--- src/rtl/mac_accumulator.sv ---
// Purpose: accumulates 32-bit unsigned products into an ACC_W-bit frame sum of up to N_TERMS terms.
// Latency: out_valid rises one cycle after the closing term is accepted; one frame per (terms+1) cycles at best.
// Backpressure: the result is held in DONE until out_ready; in_ready stays low until the cycle after it is taken.
module mac_accumulator #(
   parameter int  ACC_W   = 40,
   parameter int  N_TERMS = 16,
   localparam int CNT_W   = $clog2(N_TERMS + 1)
) (
   input  logic             clk,
   input  logic             rst,
   input  logic             in_valid,
   output logic             in_ready,
   input  logic [31:0]      in_prod,
   input  logic             in_last,
   output logic             out_valid,
   input  logic             out_ready,
   output logic [ACC_W-1:0] out_acc,
   output logic [CNT_W-1:0] out_terms,
   output logic             out_ovf
);

   typedef enum logic {ACCUM, DONE} state_t;

   state_t           state;
   state_t           state_nxt;
   logic [ACC_W-1:0] acc;
   logic [CNT_W-1:0] cnt;
   logic             ovf;
   logic             accept;
   logic             close;
   logic             take;
   logic [ACC_W:0]   sum;

   // Ready and valid decode purely from state; reset masks ready so nothing is taken mid-reset.
   assign in_ready  = (state == ACCUM) && !rst;
   assign out_valid = (state == DONE);
   assign accept    = in_valid && in_ready;
   assign take      = (state == DONE) && out_ready;

   // One extra bit catches the carry out of the accumulator's top bit.
   assign sum   = {1'b0, acc} + {{(ACC_W + 1 - 32){1'b0}}, in_prod};
   // Early close and the natural last term collapse into one close event.
   assign close = in_last || (cnt == CNT_W'(N_TERMS - 1));

   assign out_acc   = acc;
   assign out_terms = cnt;
   assign out_ovf   = ovf;

   // State register.
   always_ff @(posedge clk) begin
      if (rst) begin
         state <= ACCUM;
      end else begin
         state <= state_nxt;
      end
   end

   // Next state: close a frame on its final accept, reopen once the result is taken.
   always_comb begin
      state_nxt = state;
      case (state)
         ACCUM: if (accept && close) state_nxt = DONE;
         DONE:  if (out_ready)       state_nxt = ACCUM;
         default: state_nxt = ACCUM;
      endcase
   end

   // Datapath: sum, term count and sticky carry; cleared on reset and when the result is taken.
   always_ff @(posedge clk) begin
      if (rst || take) begin
         acc <= '0;
         cnt <= '0;
         ovf <= 1'b0;
      end else if (accept) begin
         acc <= sum[ACC_W-1:0];
         ovf <= ovf | sum[ACC_W];
         cnt <= cnt + CNT_W'(1);
      end
   end

endmodule

--- config.mk ---
export PLATFORM = sky130hd
export DESIGN_NAME = mac_accumulator
export DESIGN_NICKNAME = d
export VERILOG_FILES = /design/src/rtl/mac_accumulator.sv
export SDC_FILE = /design/constraint.sdc
export NUM_CORES = 1
export LEC_CHECK = 0
export CORE_MARGIN = 2
export CORE_UTILIZATION = 60
export CTS_CLUSTER_DIAMETER = 120
export DETAILED_ROUTE_END_ITERATION = 12
export DONT_BUFFER_PORTS = 1
export PLACE_DENSITY_LB_ADDON = 0.1
export SLEW_MARGIN = 20
export SYNTH_ARGS = -nofsm -noshare
export SYNTH_HDL_FRONTEND = slang
export SYNTH_SLANG_ARGS = --single-unit
--- constraint.sdc ---
create_clock -name clk -period 6.15 [get_ports clk]
set_input_delay 1.23 -clock clk [delete_from_list [all_inputs] [get_ports clk]]
set_output_delay 1.23 -clock clk [all_outputs]
set_load 0.05 [all_outputs]
Yosys cells after proc, flatten, opt, wreduce, memory -nomap -nowiden
Index checks and enable logic that the tools add are counted.

Bits in registers: 47. Bits of input ports: 37. Word-level logic and storage cells: 19.

$add $sub $neg: 2. Equality and inequality tests: 1. Mux-type cells: 3. Bitwise gates (word level): 2. Reduce and logical (&&, ||, !) cells: 7.

Operator list (number): adder 40 x 32 -> 41 bit (1); adder 5 x 1 -> 5 bit, second input constant (1); equality test 5 x 4 -> 1 bit, second input constant (1); logical AND 1 bit (4); logical OR 1 bit (2); two-way mux 1 bit (2); one-hot mux 1 bit (2 select lines) (1); zero test 1 bit (1); inverter 1 bit (1); bitwise OR 1 bit (1).

Logic depth before layout (Yosys ltp)
Word-level depth: 6. Gate-level depth with buffers: 10. Gate-level depth less buffers: 10.

Worst setup path after synthesis
No wires, ideal clock.

Kind: input port to flip-flop. From: input port in_prod[0]. To: register acc[26] (netlist: out_acc[26]). Library setup time: 0.126 ns. Data arrival time: 3.442 ns. Required time: 6.024 ns. Slack: 2.583 ns. Stages on the path: 10. Cells stage by stage: ha_1 fa_1 a21o_1 a221oi_2 o221ai_4 a211oi_4 o21ai_2 a41oi_1 xor2_1 o21ai_1.

Longest elaborated chain between the ends: 1.

RTL lines: start: declaration (RTL line 13) `input logic [31:0] in_prod,`; adder 40 x 32 -> 41 bit (RTL line 41) `assign sum = {1'b0, acc} + {{(ACC_W + 1 - 32){1'b0}}, in_prod};`; end signal: assignment (RTL line 75) `acc <= sum[ACC_W-1:0];`; end: declaration (RTL line 26) `logic [ACC_W-1:0] acc;`.

No other way between the ends. A chain may end at the register's enable or synchronous reset.

Final worst setup path
From: input port rst. To: register acc[39] (netlist: out_acc[39]).

Longest elaborated chain between the ends: 3. Elaborated cells between the ends (all ways): 4. Classes of those cells: 4 x reduce/logical.

RTL lines: start: declaration (RTL line 10) `input logic rst,`; zero test 1 bit (RTL line 35) `assign in_ready = (state == ACCUM) && !rst;`; logical AND 1 bit (RTL line 35); logical AND 1 bit (RTL line 37) `assign accept = in_valid && in_ready;`.

Several ways; a longest one is shown, not always the timed one.

==> results.txt <==
Outcome = finished, final reports clean
Worst-Margin Slew = 1050 ps
Max incr delay on CP = 880 ps
Hold buffer count at CTS = 0
Top Ports = 85
Gr usage total = 24.8%
Hold Crit Class = flip-flop to flip-flop
Clock sinks = 47
Register area share after synthesis = 28.2%
Clock Root Buffer = clkbuf_8
Final hold viol count = 0
Die width = 78.6 um
Syn Area/Cell = 8.06 um2
Ys async rst share = 0%
WS Path Type = input pin to flip-flop
DR iter-0 viols = 150
Count leader, synth = nand2_1
WL per Instance = 15.5 um
Drt drc = 0
Data required, critical path = 6330 ps
Syn. warnings = 0
Fin Setup TNS = 0 ps
Final worst path period share = 61.8%
Final setup violation count = 0
Slowest stage cell, crit path = nand2_1
Area grow syn2layout = 4.50%
Max rail drop VDD = 175 uV
Maximum root-to-sink buffer count = 2
Final WL = 7.47 mm
Post-synthesis register bit count = 47
Fmax = 263 MHz
Dpl hpwl = 5.59 mm
Largest area contributor in the netlist = dfxtp_1
Placed Area = 0.00339 mm2
CP dominant cell by count = nor2_1
Max FO, Critical Path = 32
CP cell instances = nor2_1, nand2_1, nor2_1, nand3_1, a311oi_1, o311ai_1
Post-CTS Setup Repair Bufs = 0
Row Count = 27
Core Area = 0.00544 mm2
Ratio of cells with drive above 1 in the final layout = 6.34%
Syn Inst Count = 414
Fillers = 490
Worst-path clk slew = 100 ps
Pin count of the biggest net entering global routing = 33
P per Cell Area = 335 mW/mm2
Worst Slack Setup Final = 2350 ps
Post-synth top area share = 28.2%
Cell variety after synth = 58
Top cells by area, synth = dfxtp_1 28%, ha_1 13%, nand2_1 7.3%
Synth Flop Type = dfxtp_1
Clock buffer count from CTS = 5
Initial Util = 61.4%
Clock Skews = 7.98 ps
Die height = 78.6 um
Syn nets = 486
CTS tree = built
Inst Count DP = 474
Period minus WS final = 3800 ps
Slew Viols, Final = 0
Pre-antenna DRT Iters = 4
Die Footprint = 0.00618 mm2
Startpoint Class = input pin
Post-synth EDFFs = 0
Worst setup EP type = flip-flop
Pre-CTS setup slack = 2010 ps
Antenna violation net count after detailed routing = 0
Post-synth top cells = 65 x nand2_1, 47 x dfxtp_1, 37 x o21ai_0, 36 x a21oi_1, 34 x ha_1
Fin nets = 481
Via Count = 2,984
Max Cap Viol = 0
Max-slew headroom = 30.0%
Inserted Diodes = 0
First-pass GRT wire length = 12.5 mm
Worst-skew pair later-pin latency = 310 ps
Critical path arrival = 3980 ps
Post-Syn Area = 0.00334 mm2
Initial antenna violation count = 0
WHS = 710 ps
Leakage Power = 1.45 nW
H-tree depth = 2
Design area = 0.00349 mm2
RSZ-0062 raised after global routing = no
Grt ovf = 0
Post-cts resize count = 0
Fin cells = 482
Vias per inst = 6.19
Port Buffer Count = 0
Vias in the first global route = 2,752
Gpl congestion = 0.855
state kept, by name (all words and copies together) (netlist names):
name and count:
out_ovf 1, out_valid 1, out_acc 40, out_terms 5
report_power, final:
part / switching, mW / leakage (nW) / total (mW) / internal (mW)
Sequential: 0.188 / 0.385 / 0.534 / 0.347
Combinational: 0.254 / 1.02 / 0.430 / 0.175
Clock: 0.113 / 0.0474 / 0.205 / 0.0920
Total: 0.555 / 1.45 / 1.17 / 0.614
cells by family (layout without fill, tap and decap cells):
kind of cell               after synthesis  count (layout)  synth area share [%]
xor gates and xnor gates                32              32                  8.40
muxes                                    4               4                  1.24
AOI/OAI and AO/OA                      139             139                  28.1
and+or+nand+nor                        134             134                  18.2
DFF                                     47              47                  28.2
buffers and inverters                   23              19                  2.59
adders and majority gates               35              35                  13.3
worst max-delay path, delay by kind of cell:
kind | cells | cell delay [ps]
AOI/OAI and AO/OA | 2 | 450
and+or+nand+nor | 4 | 2290
cell type report:
cell class | count | area [um2] | share of cell area (%)
clock buffers | 6 | 82.6 | 2.37
clock inverters | 2 | 16.3 | 0.466
inverters | 10 | 37.5 | 1.08
multi-input cells | 344 | 2310 | 66.3
flip-flops and latches | 47 | 941 | 27.0
well taps | 72 | 90.1 | 2.58
repair buffers | 1 | 7.51 | 0.215
layout by cell type, fill, tap and decap left out, types with 3 or more instances in the layout:
cell | Yosys | routed
mux2i_1 | 3 | 3
a31oi_1 | 4 | 4
nor2_1 | 22 | 21
nand2_1 | 65 | 65
a41oi_1 | 3 | 3
nor3_1 | 7 | 7
clkbuf_8 | 0 | 6
a21o_1 | 10 | 10
nand4_1 | 8 | 8
o21ai_0 | 37 | 37
and3_1 | 6 | 6
dfxtp_1 | 47 | 47
a21oi_1 | 36 | 36
a21boi_1 | 3 | 3
xnor2_1 | 12 | 12
o211ai_1 | 8 | 8
o21ai_1 | 6 | 6
xor2_1 | 20 | 20
o31ai_1 | 4 | 4
nand3_1 | 11 | 11
inv_1 | 10 | 10
and2_1 | 3 | 3
ha_1 | 34 | 34
o21bai_1 | 3 | 3
metal layers:
| metal | vias to the layer above | GRT usage [%] | wire (um) |
|---|---|---|---|
| met5 | - | 0 | 0 |
| met4 | 0 | 5.96 | 76 |
| met3 | 7 | 6.90 | 416 |
| met2 | 66 | 40.2 | 3540 |
| met1 | 1393 | 32.7 | 3440 |
| li1 | 1518 | - | - |
stage by stage:
stage	power, mW	utilization, %
after floorplan	0.886	-
after global placement	0.957	62.3
after detailed placement	0.968	62.3
after CTS	1.17	64.1
after global routing	1.25	64.1
final	1.17	64.1
worst paths after layout:
path / start / endpoint / slack (ps) / cells past startpoint
max: rst / out_acc[39]$_SDFFE_PP0P_ / 2350 / 6
min: out_acc[24]$_SDFFE_PP0P_ / out_acc[24]$_SDFFE_PP0P_ / 710 / 2
max reg2reg: out_valid$_SDFF_PP0_ / out_acc[39]$_SDFFE_PP0P_ / 2650 / 6
min reg2reg: out_acc[24]$_SDFFE_PP0P_ / out_acc[24]$_SDFFE_PP0P_ / 710 / 2
No activity file was read; power rests on OpenSTA's default activity.
==> RTL edit 1 (config.mk and constraints unchanged) <==
`N_TERMS`: 16 -> 8.
--- a/src/rtl/mac_accumulator.sv
+++ b/src/rtl/mac_accumulator.sv
@@ -5,3 +5,3 @@
    parameter int  ACC_W   = 40,
-   parameter int  N_TERMS = 16,
+   parameter int  N_TERMS = 8,
    localparam int CNT_W   = $clog2(N_TERMS + 1)
Interface: changed (resized out_terms); port bits go from 85 to 84. No check against the original RTL was run, so the function may have changed too.
==> RTL edit 1 against the unedited design <==
  * Combinational power rose by 4%
  * Count of clock-buffer cells in the layout did not move
  * Final area rose by 0.90%
  * Die area rose by 1.9%
  * Power fell by 0.46%
  * Setup slack improved by 0.35 ns
  * Hold slack improved by 0.0092 ns
  * Wire length rose by 2.9%
  * Sequential cell count fell by 1
  * Final cell count rose by 2.1%
  * Area after synthesis rose by 2.0%
==> RTL edit 1: results <==
export IMPL_status="finished clean"
export IMPL_syn_instance_count=432
export IMPL_path_delay_family="compound AO/OA/AOI/OAI gates"
export IMPL_fillers=504
export IMPL_tightest_slew_ns=1.02
export IMPL_setup_ws_ns=2.70
export IMPL_synth_area_mux_share_pct=1.80
export IMPL_wl_per_cell_um=15.6
export IMPL_drive_gt1_share_pct=5.00
export IMPL_synth_cell_type_count=52
export IMPL_whs_ns=0.719
export IMPL_grt_pass1_wl_um=12800
export IMPL_syn_nets=503
export IMPL_cts_sinks=46
export IMPL_place_congestion=0.898
export IMPL_synth_area_leaders="dfxtp_1 27%, ha_1 12%, o21ai_0 7.3%"
export IMPL_layout_nonclk_buf_share_pct=0
export IMPL_dp_worst_setup_slack_ns=2.38
export IMPL_multi_input_cells=356
export IMPL_dpl_instance_area_um2=3420
export IMPL_seq_area_um2=921
export IMPL_hpwl_um=5860
export IMPL_timing_reg2reg_worst_path_depth=10
export IMPL_synth_compound_area_share_pct=29.6
export IMPL_seq_power_w=0.000517
export IMPL_grt_pass1_vias=2898
export IMPL_place_inst=484
export IMPL_critPathSlowestCell="a2111oi_4"
==> RTL edit 1: cell types whose count changed after synthesis, moves of 6 or more <==
cell,before,now
o21ai_0,37,50
o21a_1,1,7
a21o_1,10,18
clkbuf_1,12,19
o21ai_1,6,0
==> RTL edit 1: layer usage <==
| metal | vias to the layer above | wire [µm] | global-route usage [%] |
|---|---|---|---|
| li1 | 1538 | - | - |
| met1 | 1395 | 3350 | 29.2 |
| met2 | 97 | 3620 | 43.1 |
| met3 | 14 | 588 | 8.52 |
| met4 | 0 | 121 | 6.72 |
| met5 | - | 0 | 0 |
==> RTL edit 1: how the worst max path moves through the flow <==
stage                     startpoint          end
final                     in_prod[0]  out_acc[36]
after global routing             rst  out_acc[32]
after CTS                 in_prod[0]  out_acc[36]
after detailed placement  in_prod[0]  out_acc[36]
after global placement    in_prod[0]  out_acc[36]
after floorplan           in_prod[0]  out_acc[36]
==> RTL edit 2 (config.mk and constraints unchanged) <==
Made on the original files. One comparison of `cnt` changes from == to >=.
--- a/src/rtl/mac_accumulator.sv
+++ b/src/rtl/mac_accumulator.sv
@@ -42,3 +42,3 @@
    // Early close and the natural last term collapse into one close event.
-   assign close = in_last || (cnt == CNT_W'(N_TERMS - 1));
+   assign close = in_last || (cnt >= CNT_W'(N_TERMS - 1));
 
Behaviour: same outputs for any inputs over 10 cycles, from zero or initial values and one cycle with rst high; that may be too few to reach the edited logic, so the function may still have changed.
==> RTL edit 2 against the unedited design <==
  * Non-clock buffer count is 1 higher
  * Sequential cell count did not move
  * Fmax rose by 4.1%
  * Count of clock-buffer cells in the layout shrank 1
  * Global-route usage is 2.1 points higher
  * Clock skew is 0.0058 ns higher
  * Power decreased by 16%
  * Area after synthesis increased by 6.1%
  * Setup slack gained 0.15 ns
  * Wire length is 15% higher
  * Final area is 6.0% higher
==> RTL edit 2: results <==
export IMPL_dp_worst_setup_slack_ns=2.24
export IMPL_seqPwrFrac_pct=44.9
export IMPL_yosysSeqAreaShare_pct=26.6
export IMPL_r2r_slack_ns=2.78
export IMPL_netlist_top_cells_count="69 x nand2_1, 47 x dfxtp_1, 45 x a21oi_1"
export IMPL_synthXorXnorAreaFrac_pct=7.92
export IMPL_synth_area_leaders="dfxtp_1 27%, ha_1 12%, nand2_1 7.3%"
export IMPL_use_met1_pct=35.8
export IMPL_min_to="out_acc[6]"
export IMPL_seq_share_pct=25.4
export IMPL_cp_slowest_stage_delay_ns=0.76
export IMPL_multi_input_area_um2=2500
export IMPL_synth_fa_ha_area_share_pct=12.6
export IMPL_critical_path_max_fanout=36
export IMPL_final_clk_cell_share_pct=3.15
export IMPL_critPathSlowestCell="nor2_1"
export IMPL_routed_via_density=6.41
export IMPL_internal_power_w=0.000574
export IMPL_leakage_nw=1.63
export IMPL_wl_met1_um=3950
export IMPL_nNonClkInverters=8
export IMPL_synth_compound_area_share_pct=29.2
export IMPL_grt_pass1_vias=3011
export IMPL_timing_reg2reg_worst_path_depth=10
export IMPL_clock_skew_ns=0.0138
export IMPL_worstHoldStart="out_acc[6]"
export IMPL_met2_usage_pct=42.9
export IMPL_grt_pass1_wl_um=13900
export IMPL_post_route_min_period_ns=3.65
export IMPL_synth_area_mux_share_pct=1.45
export IMPL_pg_clk_w=0.000240
export IMPL_grt_max_degree=45
export IMPL_met2_length_um=3860
export IMPL_wl_met3_um=605
export IMPL_hpwl_um=6400
export IMPL_multi_input_cells=369
export IMPL_syn_nets=513
export IMPL_layout_nonclk_buf_share_pct=0.406
export IMPL_place_congestion=0.905
export IMPL_slew_headroom_pct=31.0
export IMPL_drt_initial_drc_count=147
export IMPL_status="finished clean"
export IMPL_crit_arrival_ns=3.86
export IMPL_drt_wl_total_um=8580
export IMPL_synth_cell_type_count=60
export IMPL_nClkBuffers=5
export IMPL_vdd_drop_max_uv=146
==> RTL edit 2: cell types whose count changed after synthesis, moves of 5 or more <==
cell | before | now
a211oi_1 | 2 | 7
o21ai_1 | 6 | 1
a21oi_1 | 36 | 45
a21o_1 | 10 | 25
nor2_1 | 22 | 29
o21ai_0 | 37 | 18
nand3_1 | 11 | 4
==> RTL edit 2: metrics by stage <==
step                total power (W)  std cells  utilization (%)  instance area [µm²]  hold slack [ns]
floorplan                  0.000688        441                -                 3540            0.672
global placement           0.000741        498             63.8                 3580            0.701
detailed placement         0.000747        498             63.8                 3580            0.712
CTS                        0.000988        506             65.9                 3690            0.726
global route                0.00104        506             65.9                 3700            0.746
finish                     0.000984        506             65.9                 3700            0.723
==> RTL edit 2: tightest hold or removal path: cells and delay by family (launching register included) <==
| kind | cells | cell delay [ns] |
|---|---|---|
| simple gates | 1 | 0.12 |
| flops | 1 | 0.50 |
| compound gates | 1 | 0.06 |
